--- config.mk ---
export PLATFORM = sky130hd
export DESIGN_NAME = grayscale_pipe
export DESIGN_NICKNAME = d
export VERILOG_FILES = /design/src/rtl/grayscale_pipe.sv
export SDC_FILE = /design/constraint.sdc
export NUM_CORES = 1
export LEC_CHECK = 0
export CAP_MARGIN = 20
export CORE_MARGIN = 1
export CORE_UTILIZATION = 40
export CTS_CLUSTER_DIAMETER = 120
export DETAILED_ROUTE_END_ITERATION = 8
export PLACE_DENSITY = 0.55
export SYNTH_ARGS = -nofsm -noshare
export SYNTH_HDL_FRONTEND = slang
export SYNTH_SLANG_ARGS = --single-unit
export TNS_END_PERCENT = 1
--- constraint.sdc ---
create_clock -name clk -period 3.85 [get_ports clk]
set_input_delay 0.385 -clock clk [delete_from_list [all_inputs] [get_ports clk]]
set_output_delay 0.385 -clock clk [all_outputs]
set_load 0.05 [all_outputs]
--- src/rtl/grayscale_pipe.sv ---
// grayscale_pipe: 3-stage valid/ready RGB-to-grayscale converter with frame tags, pixel index and sticky frame error.
// Optional build macro GRAY_ROUND_EN: round half up before the final shift (default build truncates).
module grayscale_pipe #(
  parameter int CW               = 8,
  parameter int FRAC             = 0,
  parameter int WR               = 77,
  parameter int WG               = 150,
  parameter int WB               = 29,
  parameter int PIXELS_PER_FRAME = 307200,
  parameter int IW               = $clog2(PIXELS_PER_FRAME)
) (
  input  logic                 clk,
  input  logic                 rst,
  input  logic                 in_data_valid,
  output logic                 ou_data_ready,
  input  logic [3*CW+7:0]      in_rgb_pixel,
  output logic                 ou_result_valid,
  input  logic                 in_result_ready,
  output logic [CW+FRAC-1:0]   ou_grayscale_pixel,
  output logic                 ou_first_frame,
  output logic                 ou_pre_last,
  output logic                 ou_last_frame,
  output logic [IW-1:0]        ou_pixel_index,
  output logic                 ou_frame_error
);

  localparam int SW    = CW + 10;
  localparam int PW    = CW + 8;
  localparam int OW    = CW + FRAC;
  localparam int SHIFT = 8 - FRAC;
  localparam logic [IW-1:0] LAST_IDX = IW'(PIXELS_PER_FRAME - 1);

`ifdef GRAY_ROUND_EN
  localparam int RND = (FRAC < 8) ? (1 << ((FRAC < 8) ? (7 - FRAC) : 0)) : 0;
`else
  localparam int RND = 0;
`endif

  // Stage valids and load enables
  logic v1_reg, v2_reg, v3_reg;
  logic ld1, ld2, ld3;
  logic out_hs, in_hs;

  // Output valid is masked during rst so no handshake can complete while resetting.
  assign ou_result_valid = v3_reg & ~rst;
  assign out_hs          = ou_result_valid & in_result_ready;
  assign ld3             = ~v3_reg | out_hs;
  assign ld2             = ~v2_reg | ld3;
  assign ld1             = ~v1_reg | ld2;
  assign ou_data_ready   = ld1 & ~rst;
  assign in_hs           = in_data_valid & ou_data_ready;

  always_ff @(posedge clk) begin
    if (rst) begin
      v1_reg <= 1'b0;
      v2_reg <= 1'b0;
      v3_reg <= 1'b0;
    end else begin
      if (ld1) v1_reg <= in_data_valid;
      if (ld2) v2_reg <= v1_reg;
      if (ld3) v3_reg <= v2_reg;
    end
  end

  // Footer decode
  logic [7:0] footer;
  logic [2:0] tag_in;
  always_comb begin
    footer = in_rgb_pixel[3*CW +: 8];
    tag_in = {footer == 8'd3, footer == 8'd2, footer == 8'd1};
  end

  // Index tracker and framing checks, evaluated on the incoming word
  logic [IW-1:0] idx_reg, idx_next, pix_idx;
  logic          err_hit;
  always_comb begin
    idx_next = idx_reg;
    pix_idx  = idx_reg;
    err_hit  = 1'b0;
    if (tag_in[0]) begin
      pix_idx  = '0;
      err_hit  = (idx_reg != '0);
      idx_next = IW'(1);
    end else if (tag_in[2]) begin
      err_hit  = (idx_reg != LAST_IDX);
      idx_next = '0;
    end else if (idx_reg == LAST_IDX) begin
      err_hit  = 1'b1;
      idx_next = '0;
    end else begin
      idx_next = idx_reg + IW'(1);
    end
  end

  logic frame_error_reg;
  always_ff @(posedge clk) begin
    if (rst) begin
      idx_reg         <= '0;
      frame_error_reg <= 1'b0;
    end else if (in_hs) begin
      idx_reg <= idx_next;
      if (err_hit) frame_error_reg <= 1'b1;
    end
  end
  assign ou_frame_error = frame_error_reg;

  // Per-channel S1 capture and S2 weighting; channel 0 is blue (LSBs), 2 is red.
  genvar gi;
  generate
    for (gi = 0; gi < 3; gi++) begin : g_ch
      localparam logic [7:0] W = (gi == 0) ? 8'(WB) : (gi == 1) ? 8'(WG) : 8'(WR);
      logic [CW-1:0] ch1_reg;
      logic [PW-1:0] prod2_reg;
      always_ff @(posedge clk) begin
        if (rst) begin
          ch1_reg   <= '0;
          prod2_reg <= '0;
        end else begin
          if (in_hs)           ch1_reg   <= in_rgb_pixel[gi*CW +: CW];
          if (ld2 && v1_reg)   prod2_reg <= PW'(ch1_reg) * PW'(W);
        end
      end
    end
  endgenerate

  // Side-band (tags, index) follows the pixel through S1 and S2
  logic [2:0]    tag1_reg, tag2_reg;
  logic [IW-1:0] idx1_reg, idx2_reg;
  always_ff @(posedge clk) begin
    if (rst) begin
      tag1_reg <= '0;
      idx1_reg <= '0;
      tag2_reg <= '0;
      idx2_reg <= '0;
    end else begin
      if (in_hs) begin
        tag1_reg <= tag_in;
        idx1_reg <= pix_idx;
      end
      if (ld2 && v1_reg) begin
        tag2_reg <= tag1_reg;
        idx2_reg <= idx1_reg;
      end
    end
  end

  // S3: sum, optional rounding, shift and saturate
  logic [SW-1:0] sum_next, shifted;
  logic [OW-1:0] gray_next;
  always_comb begin
    sum_next  = SW'(g_ch[0].prod2_reg) + SW'(g_ch[1].prod2_reg)
              + SW'(g_ch[2].prod2_reg) + SW'(RND);
    shifted   = sum_next >> SHIFT;
    gray_next = (|shifted[SW-1:OW]) ? '1 : shifted[OW-1:0];
  end

  logic [OW-1:0] gray_reg;
  logic [2:0]    tag3_reg;
  logic [IW-1:0] idx3_reg;
  // S3 only reloads when empty or draining, so outputs hold while stalled.
  always_ff @(posedge clk) begin
    if (rst) begin
      gray_reg <= '0;
      tag3_reg <= '0;
      idx3_reg <= '0;
    end else if (ld3 && v2_reg) begin
      gray_reg <= gray_next;
      tag3_reg <= tag2_reg;
      idx3_reg <= idx2_reg;
    end
  end

  assign ou_grayscale_pixel = gray_reg;
  assign ou_first_frame     = tag3_reg[0];
  assign ou_pre_last        = tag3_reg[1];
  assign ou_last_frame      = tag3_reg[2];
  assign ou_pixel_index     = idx3_reg;

endmodule
==> results of run 1 <==
routing by layer:
metal	vias up	global-route usage	wire length (um)
li1	3900	-	-
met3	19	0.0289	511
met4	0	0.0444	265
met5	-	0	0
met2	101	0.298	9630
met1	3612	0.278	11500
cell families after synthesis:
logic type | count (synthesis)
flops | 164
xor+xnor | 38
compound gates | 227
simple gates | 387
buf+inv | 133
fa+ha+maj | 154
what timing repair did:
item	CTS	global route
buffers inserted	0	0
setup endpoints to repair	0	3
gates resized for setup	0	3
cell usage after synthesis, drive strengths merged (2+ instances only):
library cell | count | area share
o31ai | 18 | 0.016
clkbuf | 36 | 0.014
a2111oi | 4 | 0.0043
nor2b | 4 | 0.0026
or4 | 2 | 0.0016
nand3 | 31 | 0.017
xnor2 | 30 | 0.028
or3 | 10 | 0.0071
o2111ai | 3 | 0.0034
nor3 | 21 | 0.011
nand4 | 8 | 0.0053
nor4 | 4 | 0.0026
and2 | 2 | 0.0013
a22oi | 19 | 0.015
o21a | 7 | 0.0055
dfxtp | 164 | 0.35
nor4b | 4 | 0.0037
fa | 38 | 0.080
nand2 | 195 | 0.078
nand3b | 4 | 0.0032
inv | 85 | 0.034
o211ai | 2 | 0.0016
a31oi | 4 | 0.0026
o21bai | 4 | 0.0032
a21o | 8 | 0.0065
nor2 | 88 | 0.035
o311ai | 2 | 0.0018
a311oi | 8 | 0.0074
o41ai | 2 | 0.0018
ha | 116 | 0.15
o21ai | 43 | 0.023
or2 | 2 | 0.0013
and3 | 4 | 0.0026
buf | 12 | 0.0066
xor2 | 8 | 0.0074
nor3b | 2 | 0.0028
a211oi | 6 | 0.0047
a21oi | 88 | 0.046
cell type report:
| type | instances | area [um2] |
|---|---|---|
| clock buffers | 17 | 425 |
| clock inverters | 15 | 194 |
| fillers | 2367 | 12200 |
| inverters | 85 | 319 |
| multi-input cells | 806 | 5720 |
| flip-flops and latches | 164 | 3280 |
| well taps | 319 | 399 |
| repair buffers | 82 | 808 |
critical path: stages, from the launching register on:
cell,delay (ns)
dfxtp_1,0.39
ha_1,0.25
ha_1,0.28
inv_1,0.05
fa_1,0.49
fa_1,0.51
inv_1,0.04
ha_1,0.36
nand3_1,0.10
o32a_2,0.34
a21oi_1,0.21
o21ai_0,0.11
a2111oi_1,0.35
per-stage QoR:
stage | total power [mW] | util
global placement | 2.76 | 0.450
global route | 4.76 | 0.477
finish | 4.48 | 0.477
detailed placement | 2.77 | 0.450
CTS | 4.54 | 0.476
floorplan | 2.52 | -
power by group:
part / leakage (nW) / switching, mW / internal (mW) / total (mW)
registers: 1.33 / 0.0634 / 1.76 / 1.82
logic: 3.05 / 0.533 / 0.382 / 0.914
clock network: 0.300 / 0.849 / 0.892 / 1.74
worst max path at each step:
stage | from | end
after floorplan | g_ch[1].ch1_reg[4] | g_ch[1].prod2_reg[13]
after detailed placement | g_ch[0].ch1_reg[5] | g_ch[0].prod2_reg[12]
after global placement | g_ch[0].ch1_reg[5] | g_ch[0].prod2_reg[12]
after CTS | g_ch[0].ch1_reg[5] | g_ch[0].prod2_reg[12]
after global routing | g_ch[2].ch1_reg[4] | g_ch[2].prod2_reg[13]
final | g_ch[1].ch1_reg[6] | g_ch[1].prod2_reg[15]
==> impl_metrics.env, run 1 <==
export IMPL_fin_ws_ns=0.244
export IMPL_final_nets=1346
export IMPL_clk_pin_slew_ns=0.08
export IMPL_cts_buffers=17
export IMPL_ys_seq_elements=164
export IMPL_fin_crit_sh=0.937
export IMPL_timing_fmax_mhz=277
export IMPL_ant_nets=0
export IMPL_final_cell_mix="nand2_1 (193), dfxtp_1 (164), ha_1 (116), nor2_1 (88), a21oi_1 (88)"
export IMPL_synth_mux_area_frac=0
export IMPL_largest_reg_flops=43
export IMPL_drive_gt1_frac=0.0547
export IMPL_gp_congestion=0.809
export IMPL_core_area_mm2=0.0234
export IMPL_maxSlewViolCount=0
export IMPL_instances_no_fill=1488
export IMPL_end_kind="register"
export IMPL_routedWlPerCell_um=14.7
export IMPL_yosys_area_share_simple=0.180
export IMPL_num_antenna_cells=0
export IMPL_rsz0062_at_grt="false"
export IMPL_finalSetupViolCount=0
export IMPL_synth_seq_area_share=0.346
export IMPL_rows=56
export IMPL_placed_area_mm2=0.0105
export IMPL_synth_cell_types=67
export IMPL_path_max_fanout=5
export IMPL_final_common_cell="nand2_1"
export IMPL_hold_path_endpoint="idx1_reg[12]"
export IMPL_synth_edf_count=0
export IMPL_dieHeight_um=156
export IMPL_period_minus_slack_ns=3.61
export IMPL_critPathKind="register to register"
export IMPL_r2r_start="g_ch[1].ch1_reg[6]"
export IMPL_syn_area_mm2=0.00950
export IMPL_dpl_cell_count=1456
export IMPL_arrival_ns=3.91
export IMPL_syn_inst=1103
export IMPL_htree_levels=4
export IMPL_cts_root_buf="clkbuf_16"
export IMPL_fin_area_mm2=0.0112
export IMPL_first_iter_violations=373
export IMPL_die_x_um=156
export IMPL_grt_pass1_wl_mm=37.2
export IMPL_syn_nets=1293
export IMPL_vias=7632
export IMPL_drtPass1Iterations=4
export IMPL_grt_overflow_total=0
export IMPL_grt_start_max_net_pins=71
export IMPL_synth_xor_xnor_area_share=0.0350
export IMPL_port_buffers=68
export IMPL_worstReg2RegEnd="g_ch[1].prod2_reg[15]"
export IMPL_area_growth_pct=17.4
export IMPL_rr_worst_depth=12
export IMPL_p_leak_nw=4.69
export IMPL_insertion_delay_ns=0.43
export IMPL_clockBufferDepth=2
export IMPL_min_path_cells=2
export IMPL_ios=69
export IMPL_totalWireLength_mm=21.9
export IMPL_grt_pass1_vias=7467
export IMPL_yosys_most_used_dff="dfxtp_1"
export IMPL_grt_usage=0.192
export IMPL_yosys_warnings=0
export IMPL_initial_core_util=0.406
export IMPL_worst_ir_drop_vdd_v=0.000319
export IMPL_start_kind="register"
export IMPL_synth_compound_area_frac=0.152
export IMPL_dp_hpwl_mm=16.3
export IMPL_dp_slack_ns=0.202
export IMPL_power_per_cell_area_mw_per_mm2=401
export IMPL_tightest_slew_ns=0.717
export IMPL_synth_fa_ha_area_frac=0.233
export IMPL_relSlewSlack=0.522
export IMPL_finalHoldViolations=0
export IMPL_finClkSkew_ns=0.0106
export IMPL_worstHoldStart="rst"
export IMPL_dieArea_mm2=0.0244
export IMPL_drv_cap=0
export IMPL_async_flop_share=0
export IMPL_rrSetupSlack_ns=0.24
export IMPL_status="complete, no violations"
export IMPL_hp_class="input pin to register"
export IMPL_setup_tns_ns=0
export IMPL_vias_per_cell=5.13
export IMPL_worst_ep_required_time_ns=4.16
export IMPL_cts_tree="yes"
export IMPL_antenna_found_initial=0
export IMPL_timing_hold_ws_ns=0.403
export IMPL_cts_sinks=164
export IMPL_synth_top_family_by_area="adder cells"
export IMPL_syn_area_per_cell_um2=8.61
export IMPL_drc_errors=0
export IMPL_cts_hold_buf=0
No activity file was read; power rests on OpenSTA's default activity.
==> inputs of run 2 (changes only) <==
--- a/config.mk
+++ b/config.mk
@@ -10,7 +10,7 @@
 export CORE_UTILIZATION = 40
 export CTS_CLUSTER_DIAMETER = 120
 export DETAILED_ROUTE_END_ITERATION = 8
-export PLACE_DENSITY = 0.55
+export DONT_BUFFER_PORTS = 1
 export SYNTH_ARGS = -nofsm -noshare
 export SYNTH_HDL_FRONTEND = slang
 export SYNTH_SLANG_ARGS = --single-unit
==> impl_metrics.env, run 2 (same netlist as run 1, synthesis figures left out) <==
export IMPL_status="complete, no violations"
export IMPL_port_buffers=0
export IMPL_seqPwrFrac=0.412
export IMPL_drtPass1Iterations=5
export IMPL_core_area_mm2=0.0234
export IMPL_clockBufferDepth=2
export IMPL_drv_cap=0
export IMPL_drive_gt1_frac=0.0581
export IMPL_tightest_slew_ns=0.979
export IMPL_start_kind="register"
export IMPL_power_per_cell_area_mw_per_mm2=425
export IMPL_dieArea_mm2=0.0244
export IMPL_rows=56
export IMPL_insertion_delay_ns=0.44
export IMPL_p_sw_frac=0.317
export IMPL_dp_hpwl_mm=15.5
export IMPL_cts_sinks=164
export IMPL_instances_no_fill=1421
export IMPL_fin_crit_sh=0.925
export IMPL_end_kind="register"
export IMPL_totalWireLength_mm=21.5
export IMPL_post_cts_setup_buffers=0
export IMPL_vias_per_cell=5.18
export IMPL_cts_root_buf="clkbuf_16"
export IMPL_worstHoldStart="rst"
export IMPL_antenna_found_initial=0
export IMPL_final_common_cell="nand2_1"
export IMPL_wl_met3_um=739
export IMPL_hp_class="input pin to register"
export IMPL_clk_pin_slew_ns=0.07
export IMPL_p_comb_frac=0.188
export IMPL_num_antenna_cells=0
export IMPL_ant_nets=0
export IMPL_finClkSkew_ns=0.00993
export IMPL_worst_ir_drop_vdd_v=0.000209
export IMPL_die_x_um=156
export IMPL_p_leak_nw=4.45
export IMPL_gp_congestion=0.838
export IMPL_top_layer_used="met4"
export IMPL_largest_reg_flops=43
export IMPL_routedWlPerCell_um=15.1
export IMPL_grt_pass1_wl_mm=35.5
export IMPL_vias=7360
export IMPL_drt_met1_wl_mm=10.8
export IMPL_final_cell_mix="nand2_1 (193), dfxtp_1 (164), ha_1 (116), nor2_1 (88), a21oi_1 (88)"
export IMPL_rsz0062_at_grt="false"
export IMPL_dpl_cell_count=1386
export IMPL_initial_core_util=0.406
export IMPL_post_route_util=0.449
export IMPL_first_iter_violations=437
export IMPL_arrival_ns=3.88
export IMPL_area_growth_pct=10.6
export IMPL_setup_tns_ns=0
export IMPL_path_max_fanout=5
export IMPL_power_internal_mw=3.05
export IMPL_relSlewSlack=0.345
export IMPL_maxSlewViolCount=0
export IMPL_cts_buffers=17
export IMPL_switchingPower_mw=1.42
export IMPL_grt_start_max_net_pins=124
export IMPL_grt_pass1_vias=7134
export IMPL_final_nets=1279
export IMPL_period_minus_slack_ns=3.56
export IMPL_power_frac_clock=0.400
export IMPL_worst_ep_required_time_ns=4.17
export IMPL_timing_fmax_mhz=281
export IMPL_drc_errors=0
export IMPL_htree_levels=4
export IMPL_grt_overflow_total=0
export IMPL_cts_tree="yes"
export IMPL_grt_usage=0.185
export IMPL_cp_startpoint="g_ch[1].ch1_reg[6]"
export IMPL_wl_met2_mm=9.70
export IMPL_finalSetupViolCount=0
export IMPL_dieHeight_um=156
export IMPL_critPathKind="register to register"
export IMPL_finalHoldViolations=0
export IMPL_ios=69
export IMPL_r2r_start="g_ch[1].ch1_reg[6]"
[run 2: changes by cell type in the layout (fill, tap and decap cells not counted), sizes merged]
cell / before / now
inv: 92 / 93
clkinv: 8 / 6
bufinv: 0 / 1
clkdlybuf4s50: 67 / 0
buf: 15 / 13
dlygate4sd3: 0 / 2
[run 2: cell type report]
| class | instances | area [um2] |
|---|---|---|
| Sequential cell | 164 | 3280 |
| Multi-Input combinational cell | 806 | 5730 |
| Inverter | 85 | 319 |
| Tap cell | 319 | 399 |
| Fill cell | 2343 | 12900 |
| Clock buffer | 17 | 425 |
| Clock inverter | 15 | 200 |
| Timing Repair Buffer | 15 | 150 |
[run 2: critical path, stage by stage (launching register included)]
cell,delay [ns]
dfxtp_1,0.38
ha_1,0.25
ha_1,0.27
inv_1,0.06
fa_1,0.50
fa_1,0.51
inv_1,0.04
ha_1,0.35
a21o_1,0.20
a21oi_1,0.13
o32a_2,0.17
a21oi_1,0.09
nor4b_1,0.16
a311o_1,0.35
[run 2: metal layers]
layer  track usage  up-vias
met5             0        -
met4        0.0551        0
met3        0.0367       21
met2         0.302      126
met1         0.245     3448
li1              -     3765
[run 2: final timing paths]
path,endpoint,slack (ns),cells after the start
min,ou_pixel_index[18],0.02,1
min reg2reg,idx2_reg[15],0.45,2
max reg2reg,g_ch[1].prod2_reg[13],0.29,13
max,g_ch[1].prod2_reg[13],0.29,13
[run 2: power groups by stage]
stage	clock (mW)	sequential [mW]	combinational, mW
2_1_floorplan	0	1.86	0.658
3_3_place_gp	0	1.88	0.809
3_5_place_dp	0	1.88	0.824
4_1_cts	1.82	1.84	0.837
5_1_grt	1.89	1.85	0.971
6_report	1.79	1.84	0.841
[run 2: timing repair]
action                                  4_1_cts  5_1_grt
endpoints found under the setup margin        0        4
hold endpoints to repair                      8        2
hold buffers                                  1        1
resized for setup                             0        5
[run 2: metrics by stage]
| step | total power, mW | hold WS, ns | setup WS (ns) | cell area (um2) |
|---|---|---|---|---|
| after floorplan | 2.52 | 0.429 | 0.458 | 9500 |
| after global placement | 2.69 | 0.438 | 0.317 | 9820 |
| after detailed placement | 2.71 | 0.438 | 0.225 | 9820 |
| after CTS | 4.50 | 0.000117 | 0.215 | 10500 |
| after global routing | 4.71 | 0.00281 | 0.0157 | 10500 |
| final | 4.47 | 0.0169 | 0.291 | 10500 |
